## src/rtl/lpc_quant_scheduler_if.sv

```systemverilog
// Bundle of the enable, load, quantizer and result signals of lpc_quant_scheduler.
// slave  : scheduler side.
// master : surrounding logic (LPC solver, quantizer, frame writer).
// QSCHED_ORDER_CHECK_EN adds the oError strobe.
interface lpc_quant_scheduler_if;
    logic        iEnable;
    logic        iStart;
    logic [5:0]  iOrder;
    logic        iValid;
    logic [31:0] iFloatCoeff;
    logic        oReady;
    logic        oQValid;
    logic [31:0] oQFloatCoeff;
    logic        iQValid;
    logic [11:0] iQCoeff;
    logic        oCoeffValid;
    logic [11:0] oCoeff;
    logic [4:0]  oCoeffIndex;
    logic [4:0]  oShift;
    logic        oBusy;
    logic        oDone;
`ifdef QSCHED_ORDER_CHECK_EN
    logic        oError;

    modport slave (
        input  iEnable, iStart, iOrder, iValid, iFloatCoeff, iQValid, iQCoeff,
        output oReady, oQValid, oQFloatCoeff, oCoeffValid, oCoeff, oCoeffIndex,
               oShift, oBusy, oDone, oError
    );
    modport master (
        output iEnable, iStart, iOrder, iValid, iFloatCoeff, iQValid, iQCoeff,
        input  oReady, oQValid, oQFloatCoeff, oCoeffValid, oCoeff, oCoeffIndex,
               oShift, oBusy, oDone, oError
    );
`else
    modport slave (
        input  iEnable, iStart, iOrder, iValid, iFloatCoeff, iQValid, iQCoeff,
        output oReady, oQValid, oQFloatCoeff, oCoeffValid, oCoeff, oCoeffIndex,
               oShift, oBusy, oDone
    );
    modport master (
        output iEnable, iStart, iOrder, iValid, iFloatCoeff, iQValid, iQCoeff,
        input  oReady, oQValid, oQFloatCoeff, oCoeffValid, oCoeff, oCoeffIndex,
               oShift, oBusy, oDone
    );
`endif
endinterface

```

## src/rtl/lpc_quant_scheduler.sv

```systemverilog
// LPC coefficient quantizer sequencer.
// Loads a set of IEEE-754 single coefficients, derives the qlp shift from the
// largest exponent, streams pre-scaled coefficients to the quantizer and
// forwards the quantizer results with an index to the frame writer.
// Option macro QSCHED_ORDER_CHECK_EN: reject out-of-range orders and pulse
// oError, instead of clamping them.
module lpc_quant_scheduler #(
    parameter int unsigned MAX_ORDER = 32,
    parameter int unsigned PRECISION = 12,
    parameter int unsigned MAX_SHIFT = 15
) (
    input logic                 iClock,
    input logic                 iReset,
    lpc_quant_scheduler_if.slave bus
);
    localparam int unsigned AW = $clog2(MAX_ORDER);
    localparam int unsigned CW = $clog2(MAX_ORDER + 1);

    typedef enum logic [2:0] {
        S_IDLE,
        S_LOAD,
        S_SHIFT,
        S_ISSUE,
        S_DRAIN
    } state_t;

    state_t          state_q, state_d;
    logic [CW-1:0]   order_q, order_d;
    logic [CW-1:0]   wr_q, wr_d;
    logic [CW-1:0]   rd_q, rd_d;
    logic [CW-1:0]   rc_q, rc_d;
    logic [7:0]      maxexp_q, maxexp_d;
    logic [4:0]      shift_q, shift_d;
    logic            cvalid_q, cvalid_d;
    logic [11:0]     coeff_q, coeff_d;
    logic [4:0]      cidx_q, cidx_d;
    logic            err_q, err_d;
    logic            mem_we;
    logic [31:0]     coef_mem_q [MAX_ORDER];
    logic [10:0]     raw_shift;
    logic [4:0]      shift_calc;
    logic            order_ok;
    logic [CW-1:0]   order_clamped;
    logic [31:0]     mem_word;
    logic [7:0]      exp_sum;

    // Order range decode: clamped value and whether it was in range.
    always_comb begin
        order_ok = 1'b1;
        order_clamped = CW'(bus.iOrder);
        if (bus.iOrder == '0) begin
            order_ok = 1'b0;
            order_clamped = CW'(1);
        end else if (32'(bus.iOrder) > MAX_ORDER) begin
            order_ok = 1'b0;
            order_clamped = CW'(MAX_ORDER);
        end
    end

    // qlp shift: PRECISION+125-maxexp, clamped to [0,MAX_SHIFT]; all-zero set gives 0.
    always_comb begin
        raw_shift = 11'(PRECISION + 125) - 11'(maxexp_q);
        shift_calc = '0;
        if (maxexp_q == '0 || raw_shift[10]) begin
            shift_calc = '0;
        end else if (raw_shift > 11'(MAX_SHIFT)) begin
            shift_calc = 5'(MAX_SHIFT);
        end else begin
            shift_calc = raw_shift[4:0];
        end
    end

    // State and datapath registers; iEnable low freezes everything.
    always_ff @(posedge iClock or negedge iReset) begin
        if (!iReset) begin
            state_q  <= S_IDLE;
            order_q  <= '0;
            wr_q     <= '0;
            rd_q     <= '0;
            rc_q     <= '0;
            maxexp_q <= '0;
            shift_q  <= '0;
            cvalid_q <= 1'b0;
            coeff_q  <= '0;
            cidx_q   <= '0;
            err_q    <= 1'b0;
        end else if (bus.iEnable) begin
            state_q  <= state_d;
            order_q  <= order_d;
            wr_q     <= wr_d;
            rd_q     <= rd_d;
            rc_q     <= rc_d;
            maxexp_q <= maxexp_d;
            shift_q  <= shift_d;
            cvalid_q <= cvalid_d;
            coeff_q  <= coeff_d;
            cidx_q   <= cidx_d;
            err_q    <= err_d;
        end
    end

    // Coefficient buffer, deliberately not reset.
    always_ff @(posedge iClock) begin
        if (bus.iEnable && mem_we) begin
            coef_mem_q[wr_q[AW-1:0]] <= bus.iFloatCoeff;
        end
    end

    // Next-state and counter logic (registers only advance when enabled).
    always_comb begin
        state_d  = state_q;
        order_d  = order_q;
        wr_d     = wr_q;
        rd_d     = rd_q;
        rc_d     = rc_q;
        maxexp_d = maxexp_q;
        shift_d  = shift_q;
        cvalid_d = 1'b0;
        coeff_d  = coeff_q;
        cidx_d   = cidx_q;
        err_d    = 1'b0;
        mem_we   = 1'b0;
        case (state_q)
            S_IDLE: begin
                if (bus.iStart) begin
`ifdef QSCHED_ORDER_CHECK_EN
                    if (!order_ok) begin
                        err_d = 1'b1;
                    end else begin
                        order_d  = order_clamped;
                        wr_d     = '0;
                        rd_d     = '0;
                        rc_d     = '0;
                        maxexp_d = '0;
                        state_d  = S_LOAD;
                    end
`else
                    order_d  = order_clamped;
                    wr_d     = '0;
                    rd_d     = '0;
                    rc_d     = '0;
                    maxexp_d = '0;
                    state_d  = S_LOAD;
`endif
                end
            end
            S_LOAD: begin
                if (bus.iValid) begin
                    mem_we = 1'b1;
                    wr_d   = wr_q + CW'(1);
                    if (bus.iFloatCoeff[30:23] > maxexp_q) begin
                        maxexp_d = bus.iFloatCoeff[30:23];
                    end
                    if (wr_q == order_q - CW'(1)) begin
                        state_d = S_SHIFT;
                    end
                end
            end
            S_SHIFT: begin
                shift_d = shift_calc;
                state_d = S_ISSUE;
            end
            S_ISSUE: begin
                rd_d = rd_q + CW'(1);
                if (rd_q == order_q - CW'(1)) begin
                    state_d = S_DRAIN;
                end
            end
            S_DRAIN: begin
                if (rc_q == order_q) begin
                    state_d = S_IDLE;
                end
            end
            default: state_d = S_IDLE;
        endcase
        // Results may already return while coefficients are still being issued.
        if ((state_q == S_ISSUE || state_q == S_DRAIN) && bus.iQValid && (rc_q < order_q)) begin
            cvalid_d = 1'b1;
            coeff_d  = bus.iQCoeff;
            cidx_d   = 5'(rc_q);
            rc_d     = rc_q + CW'(1);
        end
    end

    // Output decode from state, counters and the buffer.
    always_comb begin
        mem_word          = coef_mem_q[rd_q[AW-1:0]];
        exp_sum           = mem_word[30:23] + {3'b000, shift_q};
        bus.oReady        = (state_q == S_LOAD);
        bus.oBusy         = (state_q != S_IDLE);
        bus.oDone         = (state_q == S_DRAIN) && (rc_q == order_q);
        bus.oQValid       = 1'b0;
        bus.oQFloatCoeff  = '0;
        if (state_q == S_ISSUE) begin
            bus.oQValid = 1'b1;
            if (mem_word[30:23] == '0) begin
                bus.oQFloatCoeff = mem_word;
            end else begin
                bus.oQFloatCoeff = {mem_word[31], exp_sum, mem_word[22:0]};
            end
        end
    end

    assign bus.oCoeffValid = cvalid_q;
    assign bus.oCoeff      = coeff_q;
    assign bus.oCoeffIndex = cidx_q;
    assign bus.oShift      = shift_q;
`ifdef QSCHED_ORDER_CHECK_EN
    assign bus.oError      = err_q;
`else
    logic unused_err;
    assign unused_err = err_q ^ order_ok;
`endif
endmodule

```

## src/flat_wrapper.sv

```systemverilog
// flat-port wrapper written by rule: the top's interface ports become plain ports
module lpc_quant_scheduler_flat 
#(
    parameter int unsigned MAX_ORDER = 32,
    parameter int unsigned PRECISION = 12,
    parameter int unsigned MAX_SHIFT = 15
)
  (iClock, iReset, bus_iEnable, bus_iStart, bus_iOrder, bus_iValid, bus_iFloatCoeff, bus_iQValid, bus_iQCoeff, bus_oReady, bus_oQValid, bus_oQFloatCoeff, bus_oCoeffValid, bus_oCoeff, bus_oCoeffIndex, bus_oShift, bus_oBusy, bus_oDone);
  lpc_quant_scheduler_if bus_i ();
  input logic iClock;
  input logic iReset;
  input wire logic [$bits(bus_i.iEnable)-1:0] bus_iEnable;
  input wire logic [$bits(bus_i.iStart)-1:0] bus_iStart;
  input wire logic [$bits(bus_i.iOrder)-1:0] bus_iOrder;
  input wire logic [$bits(bus_i.iValid)-1:0] bus_iValid;
  input wire logic [$bits(bus_i.iFloatCoeff)-1:0] bus_iFloatCoeff;
  input wire logic [$bits(bus_i.iQValid)-1:0] bus_iQValid;
  input wire logic [$bits(bus_i.iQCoeff)-1:0] bus_iQCoeff;
  output wire logic [$bits(bus_i.oReady)-1:0] bus_oReady;
  output wire logic [$bits(bus_i.oQValid)-1:0] bus_oQValid;
  output wire logic [$bits(bus_i.oQFloatCoeff)-1:0] bus_oQFloatCoeff;
  output wire logic [$bits(bus_i.oCoeffValid)-1:0] bus_oCoeffValid;
  output wire logic [$bits(bus_i.oCoeff)-1:0] bus_oCoeff;
  output wire logic [$bits(bus_i.oCoeffIndex)-1:0] bus_oCoeffIndex;
  output wire logic [$bits(bus_i.oShift)-1:0] bus_oShift;
  output wire logic [$bits(bus_i.oBusy)-1:0] bus_oBusy;
  output wire logic [$bits(bus_i.oDone)-1:0] bus_oDone;
  assign bus_i.iEnable = bus_iEnable;
  assign bus_i.iStart = bus_iStart;
  assign bus_i.iOrder = bus_iOrder;
  assign bus_i.iValid = bus_iValid;
  assign bus_i.iFloatCoeff = bus_iFloatCoeff;
  assign bus_i.iQValid = bus_iQValid;
  assign bus_i.iQCoeff = bus_iQCoeff;
  assign bus_oReady = bus_i.oReady;
  assign bus_oQValid = bus_i.oQValid;
  assign bus_oQFloatCoeff = bus_i.oQFloatCoeff;
  assign bus_oCoeffValid = bus_i.oCoeffValid;
  assign bus_oCoeff = bus_i.oCoeff;
  assign bus_oCoeffIndex = bus_i.oCoeffIndex;
  assign bus_oShift = bus_i.oShift;
  assign bus_oBusy = bus_i.oBusy;
  assign bus_oDone = bus_i.oDone;
  lpc_quant_scheduler #(.MAX_ORDER(MAX_ORDER), .PRECISION(PRECISION), .MAX_SHIFT(MAX_SHIFT)) u_core (.iClock(iClock), .iReset(iReset), .bus(bus_i));
endmodule
```

## config.mk

```make
export PLATFORM = sky130hd
export DESIGN_NAME = lpc_quant_scheduler_flat
export DESIGN_NICKNAME = d
export VERILOG_FILES = /design/src/rtl/lpc_quant_scheduler_if.sv /design/src/rtl/lpc_quant_scheduler.sv /design/src/flat_wrapper.sv
export SDC_FILE = /design/constraint.sdc
export NUM_CORES = 1
export LEC_CHECK = 0
export BUFFER_PORTS_ARGS = -buffer_cell sky130_fd_sc_hd__buf_2
export CAP_MARGIN = 20
export CORE_UTILIZATION = 35
export CTS_BUF_LIST = sky130_fd_sc_hd__clkbuf_4
export CTS_CLUSTER_SIZE = 12
export DETAILED_ROUTE_END_ITERATION = 6
export GPL_TIMING_DRIVEN = 1
export HOLD_SLACK_MARGIN = 0.12
export SLEW_MARGIN = 10
export SYNTH_ARGS = -nofsm -noshare
export SYNTH_HDL_FRONTEND = slang
export SYNTH_SLANG_ARGS = --single-unit
```

## constraint.sdc

```tcl
create_clock -name iClock -period 10.4 [get_ports iClock]
set_input_delay 0 -clock iClock [delete_from_list [all_inputs] [get_ports iClock]]
set_output_delay 0 -clock iClock [all_outputs]
set_load 0.05 [all_outputs]
```

==> results of run 1 <==
-- through the flow --
step,power (uW),setup slack [ps],instances
after CTS,11830,4179,4226
after global placement,8226,5538,3639
after detailed placement,8291,5485,3639
after floorplan,7514,5983,1964
after global routing,12260,3926,4232
final,11700,4288,4233
-- cell type report --
cell class	count	area share [%]
clock buffers	405	6.068
clock inverters	49	0.4320
inverters	37	0.2772
repair buffers	299	4.859
diodes	2	0.009988
multi-input cells	747	20.03
well taps	1612	4.025
flip-flops and latches	1082	64.30
-- Yosys cell counts, types with 9 or more instances --
cell / instances
edfxtp_1: 1024
mux4_2: 285
nor2_1: 89
dfrtp_1: 58
clkbuf_1: 47
inv_1: 36
nand2_1: 36
mux2i_1: 35
mux2_2: 32
ha_1: 28
o21ai_0: 28
buf_2: 24
a21oi_1: 16
xnor2_1: 16
a22oi_1: 14
and3_1: 12
buf_6: 12
nand3_1: 12
nor3_1: 11
nand3b_1: 9
nand4_1: 9
nor2b_1: 9
xor2_1: 9
-- cells in the final DEF, fill, tap and decap left out, types with 12 or more instances in the layout --
| master | netlist | layout |
|---|---|---|
| nand3_1 | 12 | 12 |
| edfxtp_1 | 1024 | 1024 |
| clkinv_1 | 1 | 38 |
| mux4_2 | 285 | 285 |
| xnor2_1 | 16 | 16 |
| nand2_1 | 36 | 36 |
| a22oi_1 | 14 | 14 |
| nor2_1 | 89 | 57 |
| inv_1 | 36 | 36 |
| dlygate4sd3_1 | 0 | 127 |
| a21oi_1 | 16 | 16 |
| o21ai_0 | 28 | 28 |
| ha_1 | 28 | 28 |
| mux2_2 | 32 | 32 |
| buf_2 | 24 | 114 |
| mux2i_1 | 35 | 35 |
| buf_4 | 7 | 45 |
| and3_1 | 12 | 12 |
| nor2_4 | 0 | 32 |
| clkbuf_4 | 0 | 405 |
| dfrtp_1 | 58 | 53 |
-- routing by layer --
layer / track usage, % / part of all wire, % / vias up
li1: - / - / 9369
met3: 3.532 / 7.2 / 159
met5: 0 / 0.016 / -
met2: 28.35 / 49 / 956
met4: 6.451 / 1.9 / 2
met1: 24.77 / 42 / 11821
-- power by group through the flow --
| stage | clock network (uW) | logic, uW | registers, uW |
|---|---|---|---|
| 4_1_cts | 3530 | 3200 | 5090 |
| 3_5_place_dp | 0 | 3110 | 5190 |
| 3_3_place_gp | 0 | 3050 | 5170 |
| 5_1_grt | 3740 | 3400 | 5120 |
| 6_report | 3430 | 3170 | 5090 |
| 2_1_floorplan | 0 | 2330 | 5180 |
-- sequential cells by signal, indices dropped and copies added, names as in the netlist, 6 cells and up --
| register | count |
|---|---|
| u_core.coef_mem_q | 1024 |
| u_core.bus.oCoeff | 12 |
| u_core.maxexp_q | 8 |
| u_core.order_q | 6 |
| u_core.rc_q | 6 |
| u_core.rd_q | 6 |
| u_core.wr_q | 6 |
-- critical path, stage by stage (launching register included) --
cell,delay (ps)
dfrtp_4,910
buf_4,680
mux4_2,590
a22o_1,240
a211oi_1,610
nor2_1,110
ha_1,330
inv_1,60
o21ai_0,190
a21oi_1,150
or4_1,540
a21oi_1,170
buf_2,290
-- kinds of logic (layout without fill, tap and decap cells) --
logic type	count (synthesis)	count (layout)	synth area share, %
DFF	1082	1082	75.48
muxes	360	360	17.18
and+or+nand+nor	218	218	2.505
buffers and inverters	135	790	1.557
AOI/OAI and AO/OA	114	114	1.848
adders and majority gates	29	29	0.8681
xor gates and xnor gates	26	26	0.5660
other	0	2	0
-- worst paths after layout --
| check | start | endpoint | slack, ps | cells past startpoint |
|---|---|---|---|---|
| max in group asynchronous | iReset | u_core.maxexp_q[0] | 9550 | 6 |
| worst max register to register | u_core.state_q[2] | u_core.coef_mem_q[30][21] | 6660 | 5 |
| worst min-delay path | bus_iOrder[5] | u_core.order_q[5] | 300 | 5 |
| worst max-delay path | u_core.rd_q[0] | bus_oQFloatCoeff[30] | 4290 | 12 |
| min in group asynchronous | iReset | u_core.rd_q[2] | 570 | 6 |
| worst min register to register | u_core.bus.oCoeffIndex[0] | u_core.bus.oCoeffIndex[0] | 480 | 2 |
==> flow_summary.ini, run 1 <==
[cells_and_area]
area_delta_synth_final_pct = 17.45
drive_gt1_share_pct = 36.31
stdcell_area_um2 = 50110
multi_input_comb_area_um2 = 10040
final_util_pct = 41.60
nets = 2536
regArea_um2 = 32220
fillers = 10672

[power]
clkPwrFrac_pct = 29.4
p_sw_uw = 3604
ir_drop_mv = 0.2208
swShare_pct = 30.81
power_frac_seq_pct = 43.5
p_leak_uw = 0.01628
p_int_uw = 8095
power_density_nw_per_um2 = 233.5
comb_power_share_pct = 27.1

[clock_tree]
path_clk_slew_ps = 60
post_cts_buffers = 0
ctsHoldBuffers = 133
root_buffer = clkbuf_4
htree_levels = 5
cts_buffers = 284
cts_buffer_depth = 4
cts_resized = 0
cts.sink_count = 1082
clk_latency_ps = 1180
cts_tree = yes

[sta]
worst_pin_slew_ps = 1134
finalClockSkew_ps = 68.79
final.setup.tns_ps = 0
fmax_ghz = 0.1636
holdWs_ps = 304.1
hold_viol = 0
relSlewSlack_pct = 24.40
rsz0062_at_grt = no
setup_viol = 0
period_needed_ps = 6112
fin_crit_sh_pct = 58.77
finalMaxSlewViolations = 0

[worst_setup_path]
worst-path-max-fanout = 37
worstPathRequired_ps = 10400
startpoint_type = register
arrival_ps = 6110
critPathKind = register to output pin
crit_path_end_kind = output pin

[yosys]
synth.cell_area_um2 = 42660
yosys-top-cells-area = edfxtp_1 72%, mux4_2 15%, dfrtp_1 3.4%, mux2_2 0.84%, ha_1 0.82%
synth-edff-count = 1024
yosys.area.top_type = edfxtp_1
synthArstFlopShare_pct = 5.360
ys_warn_count = 0
syn_nets = 2049
ys_types = 63
synthFlopType = edfxtp_1
syn_inst = 1964
netlist.area_leader.share_pct = 72.08
syn_area_per_cell_um2 = 21.72
seq_area_frac_synth_pct = 75.48
ys_ff_latch = 1082

[placement]
numPortBuffers = 114
dp_hpwl_um = 55710
dpl_cell_area_um2 = 45360
gp_congestion = 0.7960

[worst_hold_path]
min_path_type = primary input to register

[global_routing]
grt_pass1_wl_um = 157400
antenna_found_initial = 3
grt_pass1_vias = 23357
overflow = 0
grt_max_degree = 153
grt_usage_pct = 17.96

[route]
drt_iter0_markers = 2082
viasPerCell = 5.270
wl_um = 109000
vias = 22307
drt_pre_antenna_iters = 5
detail-route-antenna-nets = 0
post_drt_wl_per_cell_um = 25.76
drc = 0

[die]
die_y_um = 351.1
core_region_area_um2 = 120400
io_pins = 115
dieArea_um2 = 123300
chipWidth_um = 351.1
rows = 127
initial_utilization_pct = 35.42

[job]
max-cap-violations = 0

[status]
status = finished clean
(Power assumes the default switching activity.)
==> inputs of run 2 (changes only) <==
clock period = 5.2 ns   (was 10.4 ns; I/O delays follow)
==> flow_summary.ini, run 2 (same netlist as run 1, synthesis figures left out) <==
[cells_and_area]
drive_gt1_share_pct = 36.81
nets = 2563
mostFrequentLayoutCells = 1024 x edfxtp_1, 393 x clkbuf_4, 285 x mux4_2
final_common_cell = edfxtp_1
area_delta_synth_final_pct = 18.19
largest_reg_flops = 1024

[power]
p_total_uw = 23530
ir_drop_mv = 0.5051
p_leak_uw = 0.01645
power_density_nw_per_um2 = 466.7

[route]
drc = 0
wl_um = 108600
detail-route-antenna-nets = 0
vias = 22463
drt_pre_antenna_iters = 5
drt_iter0_markers = 2467
post_drt_wl_per_cell_um = 25.47
viasPerCell = 5.267

[clock_tree]
cts_buffer_depth = 4
cts_buffers = 283
htree_levels = 5
cts_tree = yes
cts.sink_count = 1082
path_clk_slew_ps = 70
clk_latency_ps = 1120
root_buffer = clkbuf_4

[sta]
period_needed_ps = 4923
setup_viol = 0
rsz0062_at_grt = no
fmax_ghz = 0.2031
relSlewSlack_pct = 23.90
worst_pin_slew_ps = 1141
finalMaxSlewViolations = 0
hold_viol = 0
setup_ws_ps = 276.7
final.setup.tns_ps = 0
holdWs_ps = 299.5
fin_crit_sh_pct = 94.68
finalClockSkew_ps = 59.82

[worst_setup_path]
max_stage_delay_ps = 810
timing.rr.start = u_core.state_q[2]
arrival_ps = 4920
worst-path-max-fanout = 133
worstPathRequired_ps = 5200
critPathKind = register to output pin
cp_slowest_cell = dfrtp_4
crit_path_frequent_cell = mux4_2
crit_chain = buf_12 -> buf_4 -> mux4_2 -> mux4_2 -> mux2i_1 -> nor2_1 -> buf_2
crit_path_start = u_core.rd_q[1]
startpoint_type = register
crit_path_end_kind = output pin

[die]
core_region_area_um2 = 120400
rows = 127
die_y_um = 351.1
dieArea_um2 = 123300
chipWidth_um = 351.1
io_pins = 115
initial_utilization_pct = 35.42

[status]
status = finished clean

[placement]
numPortBuffers = 114
dp_slack_ps = 1172
dp_hpwl_um = 58410
gp_congestion = 0.7886

[global_routing]
grt_pass1_vias = 23508
grt_pass1_wl_um = 157800
overflow = 0
grt_usage_pct = 17.76
grt_max_degree = 134
antenna_found_initial = 6

[job]
max-cap-violations = 0

[worst_hold_path]
min_path_type = primary input to register
min_from = bus_iQCoeff[11]
run 2: worst paths after layout:
check                      slack, ps                   endpoint  cells after the start
min                              300      u_core.bus.oCoeff[11]                      4
max                              280        bus_oQFloatCoeff[5]                      7
min reg2reg                      490  u_core.bus.oCoeffIndex[0]                      2
min in group asynchronous        440       u_core.bus.oCoeff[2]                      5
max reg2reg                     1730    u_core.coef_mem_q[5][3]                      6
max in group asynchronous       4270             u_core.rd_q[3]                      6
run 2: cell type report:
cell class | instances | area, um2
Multi-Input combinational cell | 747 | 10040
Fill cell | 10636 | 70030
Tap cell | 1612 | 2017
Clock inverter | 63 | 296.5
Timing Repair Buffer | 327 | 2755
Sequential cell | 1082 | 32220
Inverter | 37 | 138.9
Antenna cell | 4 | 10.01
Clock buffer | 393 | 2950
run 2: what timing repair did:
action                                  4_1_cts  5_1_grt
resized for setup                             0        1
gates cloned                                  0        0
endpoints found under the setup margin        2        4
endpoints found under the hold margin      1140        0
hold buffers                                129        0
buffers inserted                              1        9
run 2: metrics by stage:
stage | utilization, % | area (um2) | std cells
floorplan | - | 42660 | 1964
global placement | 37.82 | 45560 | 3657
detailed placement | 37.84 | 45580 | 3658
CTS | 41.68 | 50200 | 4244
global route | 41.86 | 50420 | 4263
finish | 41.86 | 50420 | 4265
run 2: critical path: cells and delay by family, from the launching register on:
family / cells / cell delay, ps
buffers and inverters: 3 / 1470
multiplexers: 3 / 1250
flip-flops: 1 / 810
AND/OR/NAND/NOR: 1 / 90
run 2: layer usage:
layer	share of wire, %	global-route usage, %
met4	2.0	5.901
met3	7.2	3.680
met1	43	24.59
met5	0	0
met2	48	28.00
run 2: where the power goes:
group | internal, uW | switching (uW) | leakage (uW) | total [uW]
Clock | 3560 | 3300 | 0.00197 | 6870
Sequential | 9760 | 322 | 0.00995 | 10100
Combinational | 2910 | 3670 | 0.00454 | 6580
==> inputs of run 3 (changes only) <==
ABC_AREA = 1   (was not set)
REMOVE_ABC_BUFFERS = 1   (was not set)
==> flow_summary.ini, run 3 <==
[yosys]
synthFlopType = edfxtp_1
ys_warn_count = 0
syn_inst = 3606
netlist_top_cells_count = 1024 x edfxtp_1, 583 x nor2_1, 575 x nand2_1
syn_area_per_cell_um2 = 12.21
yosysMostFrequentCell = edfxtp_1
netlist.area_leader.share_pct = 69.86
synth.cell_area_um2 = 44020
seq_area_frac_synth_pct = 73.15
synthArstFlopShare_pct = 5.360
ys_types = 42
yosys.area.top_type = edfxtp_1
ys_ff_latch = 1082
synth-edff-count = 1024
yosys-top-cells-area = edfxtp_1 70%, o21ai_0 5.2%, nor2_1 5.0%, nand2_1 4.9%, dfrtp_1 3.3%

[route]
post_drt_wl_per_cell_um = 22.00
viasPerCell = 5.262
wl_um = 128900
drc = 0
drt_iter0_markers = 3555
vias = 30824
drt_pre_antenna_iters = 7
detail-route-antenna-nets = 0

[worst_hold_path]
min_path_type = primary input to register

[global_routing]
overflow = 0
antenna_found_initial = 4
grt_usage_pct = 19.95
grt_pass1_wl_um = 189000
grt_pass1_vias = 30465
grt_max_degree = 207

[worst_setup_path]
worst-path-max-fanout = 195
worstPathRequired_ps = 5200
arrival_ps = 4890
crit_path_end_kind = output pin
startpoint_type = register
critPathKind = register to output pin

[placement]
numPortBuffers = 114
dp_hpwl_um = 63940
gp_congestion = 0.7959

[power]
ir_drop_mv = 0.3148
p_leak_uw = 0.01838
power_density_nw_per_um2 = 440.2
swShare_pct = 32.93
comb_power_share_pct = 24.5
clkPwrFrac_pct = 32.0
p_sw_uw = 7533
p_int_uw = 15340
power_frac_seq_pct = 43.5

[sta]
final.setup.tns_ps = 0
finalClockSkew_ps = 101.3
finalMaxSlewViolations = 0
setup_viol = 0
relSlewSlack_pct = 21.49
hold_viol = 0
rsz0062_at_grt = no
worst_pin_slew_ps = 1178
fmax_ghz = 0.2044
period_needed_ps = 4893
fin_crit_sh_pct = 94.09

[cells_and_area]
area_delta_synth_final_pct = 18.07
largest_reg_flops = 1024
nets = 4122
regArea_um2 = 32210
multi_input_comb_area_um2 = 10630
final_common_cell = edfxtp_1
drive_gt1_share_pct = 16.64
mostFrequentLayoutCells = 1024 x edfxtp_1, 575 x nand2_1, 551 x nor2_1
fillers = 11582
final_util_pct = 41.82

[clock_tree]
cts_buffers = 294
htree_levels = 5
root_buffer = clkbuf_4
cts.sink_count = 1082
path_clk_slew_ps = 60
cts_tree = yes
post_cts_buffers = 0
cts_buffer_depth = 4
clk_latency_ps = 1160

[die]
rows = 129
chipWidth_um = 356.6
dieArea_um2 = 127200
die_y_um = 356.6
io_pins = 115
initial_utilization_pct = 35.42
core_region_area_um2 = 124300

[job]
max-cap-violations = 0

[status]
status = finished clean
run 3: cell types whose count changed in the layout (fill, tap and decap cells not counted), moves of 35 or more:
cell and delta:
inv_1 +60, mux2i_1 -35, mux4_2 -285, nand2_1 +539
nand3_1 +176, nor2_1 +494, o21ai_0 +431, o221ai_1 +42
o22ai_1 +125
run 3: path summary, 6_finish.rpt:
| check | startpoint | slack [ps] | cells past startpoint | endpoint |
|---|---|---|---|---|
| max in group asynchronous | iReset | 4260 | 6 | u_core.rd_q[0] |
| hold reg to reg | u_core.bus.oCoeffIndex[3] | 480 | 2 | u_core.bus.oCoeffIndex[3] |
| min in group asynchronous | iReset | 540 | 6 | u_core.bus.oShift[2] |
| setup reg to reg | u_core.maxexp_q[1] | 850 | 14 | u_core.maxexp_q[7] |
| hold / removal | bus_iFloatCoeff[29] | 400 | 4 | u_core.coef_mem_q[17][29] |
| setup / recovery | u_core.rd_q[0] | 310 | 19 | bus_oQFloatCoeff[30] |
run 3: worst max-delay path, stage by stage (launching register included):
cell	delay, ps
dfrtp_4	670
buf_16	430
nand2_1	110
nand3_1	140
nand3_1	90
nand2_1	130
nor2_1	80
nand2_1	70
nand2_1	210
inv_1	120
ha_1	230
nand3_1	70
nand2_1	80
a21o_1	170
a21oi_1	190
nor2_1	90
nand2_1	70
nand2_1	40
a21oi_1	180
clkbuf_4	280
run 3: layout make-up:
| class | count | area share [%] |
|---|---|---|
| clock buffers | 424 | 6.124 |
| clock inverters | 47 | 0.6091 |
| flip-flops and latches | 1082 | 61.98 |
| multi-input cells | 2194 | 20.45 |
| repair buffers | 357 | 6.026 |
| well taps | 1637 | 3.941 |
| diodes | 9 | 0.04333 |
| inverters | 108 | 0.8233 |
run 3: logic make-up after synthesis:
group	count (synthesis)	share of synthesized area, %
AND/OR/NAND/NOR	1390	12.71
XOR/XNOR	16	0.3184
adder cells (fa/ha/maj)	29	0.8414
buffers and inverters	330	3.257
AO/OA/AOI/OAI	759	9.724
flip-flops	1082	73.15
run 3: through the flow:
| step | instances | hold slack [ps] | setup slack [ps] | power (uW) | area [um2] |
|---|---|---|---|---|---|
| 5_1_grt | 5855 | 370.1 | 4.758 | 24080 | 51970 |
| 6_report | 5858 | 396.3 | 307.1 | 22880 | 51970 |
| 3_5_place_dp | 5209 | 199.6 | 1191 | 15420 | 46580 |
| 2_1_floorplan | 3384 | -295.6 | -14720 | 13800 | 42990 |
| 4_1_cts | 5841 | 279.0 | 14.75 | 22960 | 51750 |
| 3_3_place_gp | 5209 | 194.7 | 1209 | 15380 | 46580 |
run 3: repair_timing:
item,in CTS,in global routing
endpoints found under the setup margin,0,11
gates resized for setup,0,12
endpoints found under the hold margin,1144,0
hold buffers,161,0
run 3: per-layer routing:
metal | track usage (%) | vias up | wire length [um]
met5 | 0 | - | 0
met4 | 7.734 | 0 | 3383
met3 | 4.302 | 215 | 11100
met2 | 32.62 | 1454 | 62190
met1 | 25.85 | 15122 | 52190
li1 | - | 14033 | -
run 3: power groups by stage:
stage               combinational (uW)  sequential (uW)  clock (uW)
floorplan                         3190            10600           0
global placement                  5260            10100           0
detailed placement                5300            10100           0
CTS                               5530             9940        7490
global route                      6210             9970        7910
finish                            5610             9950        7320
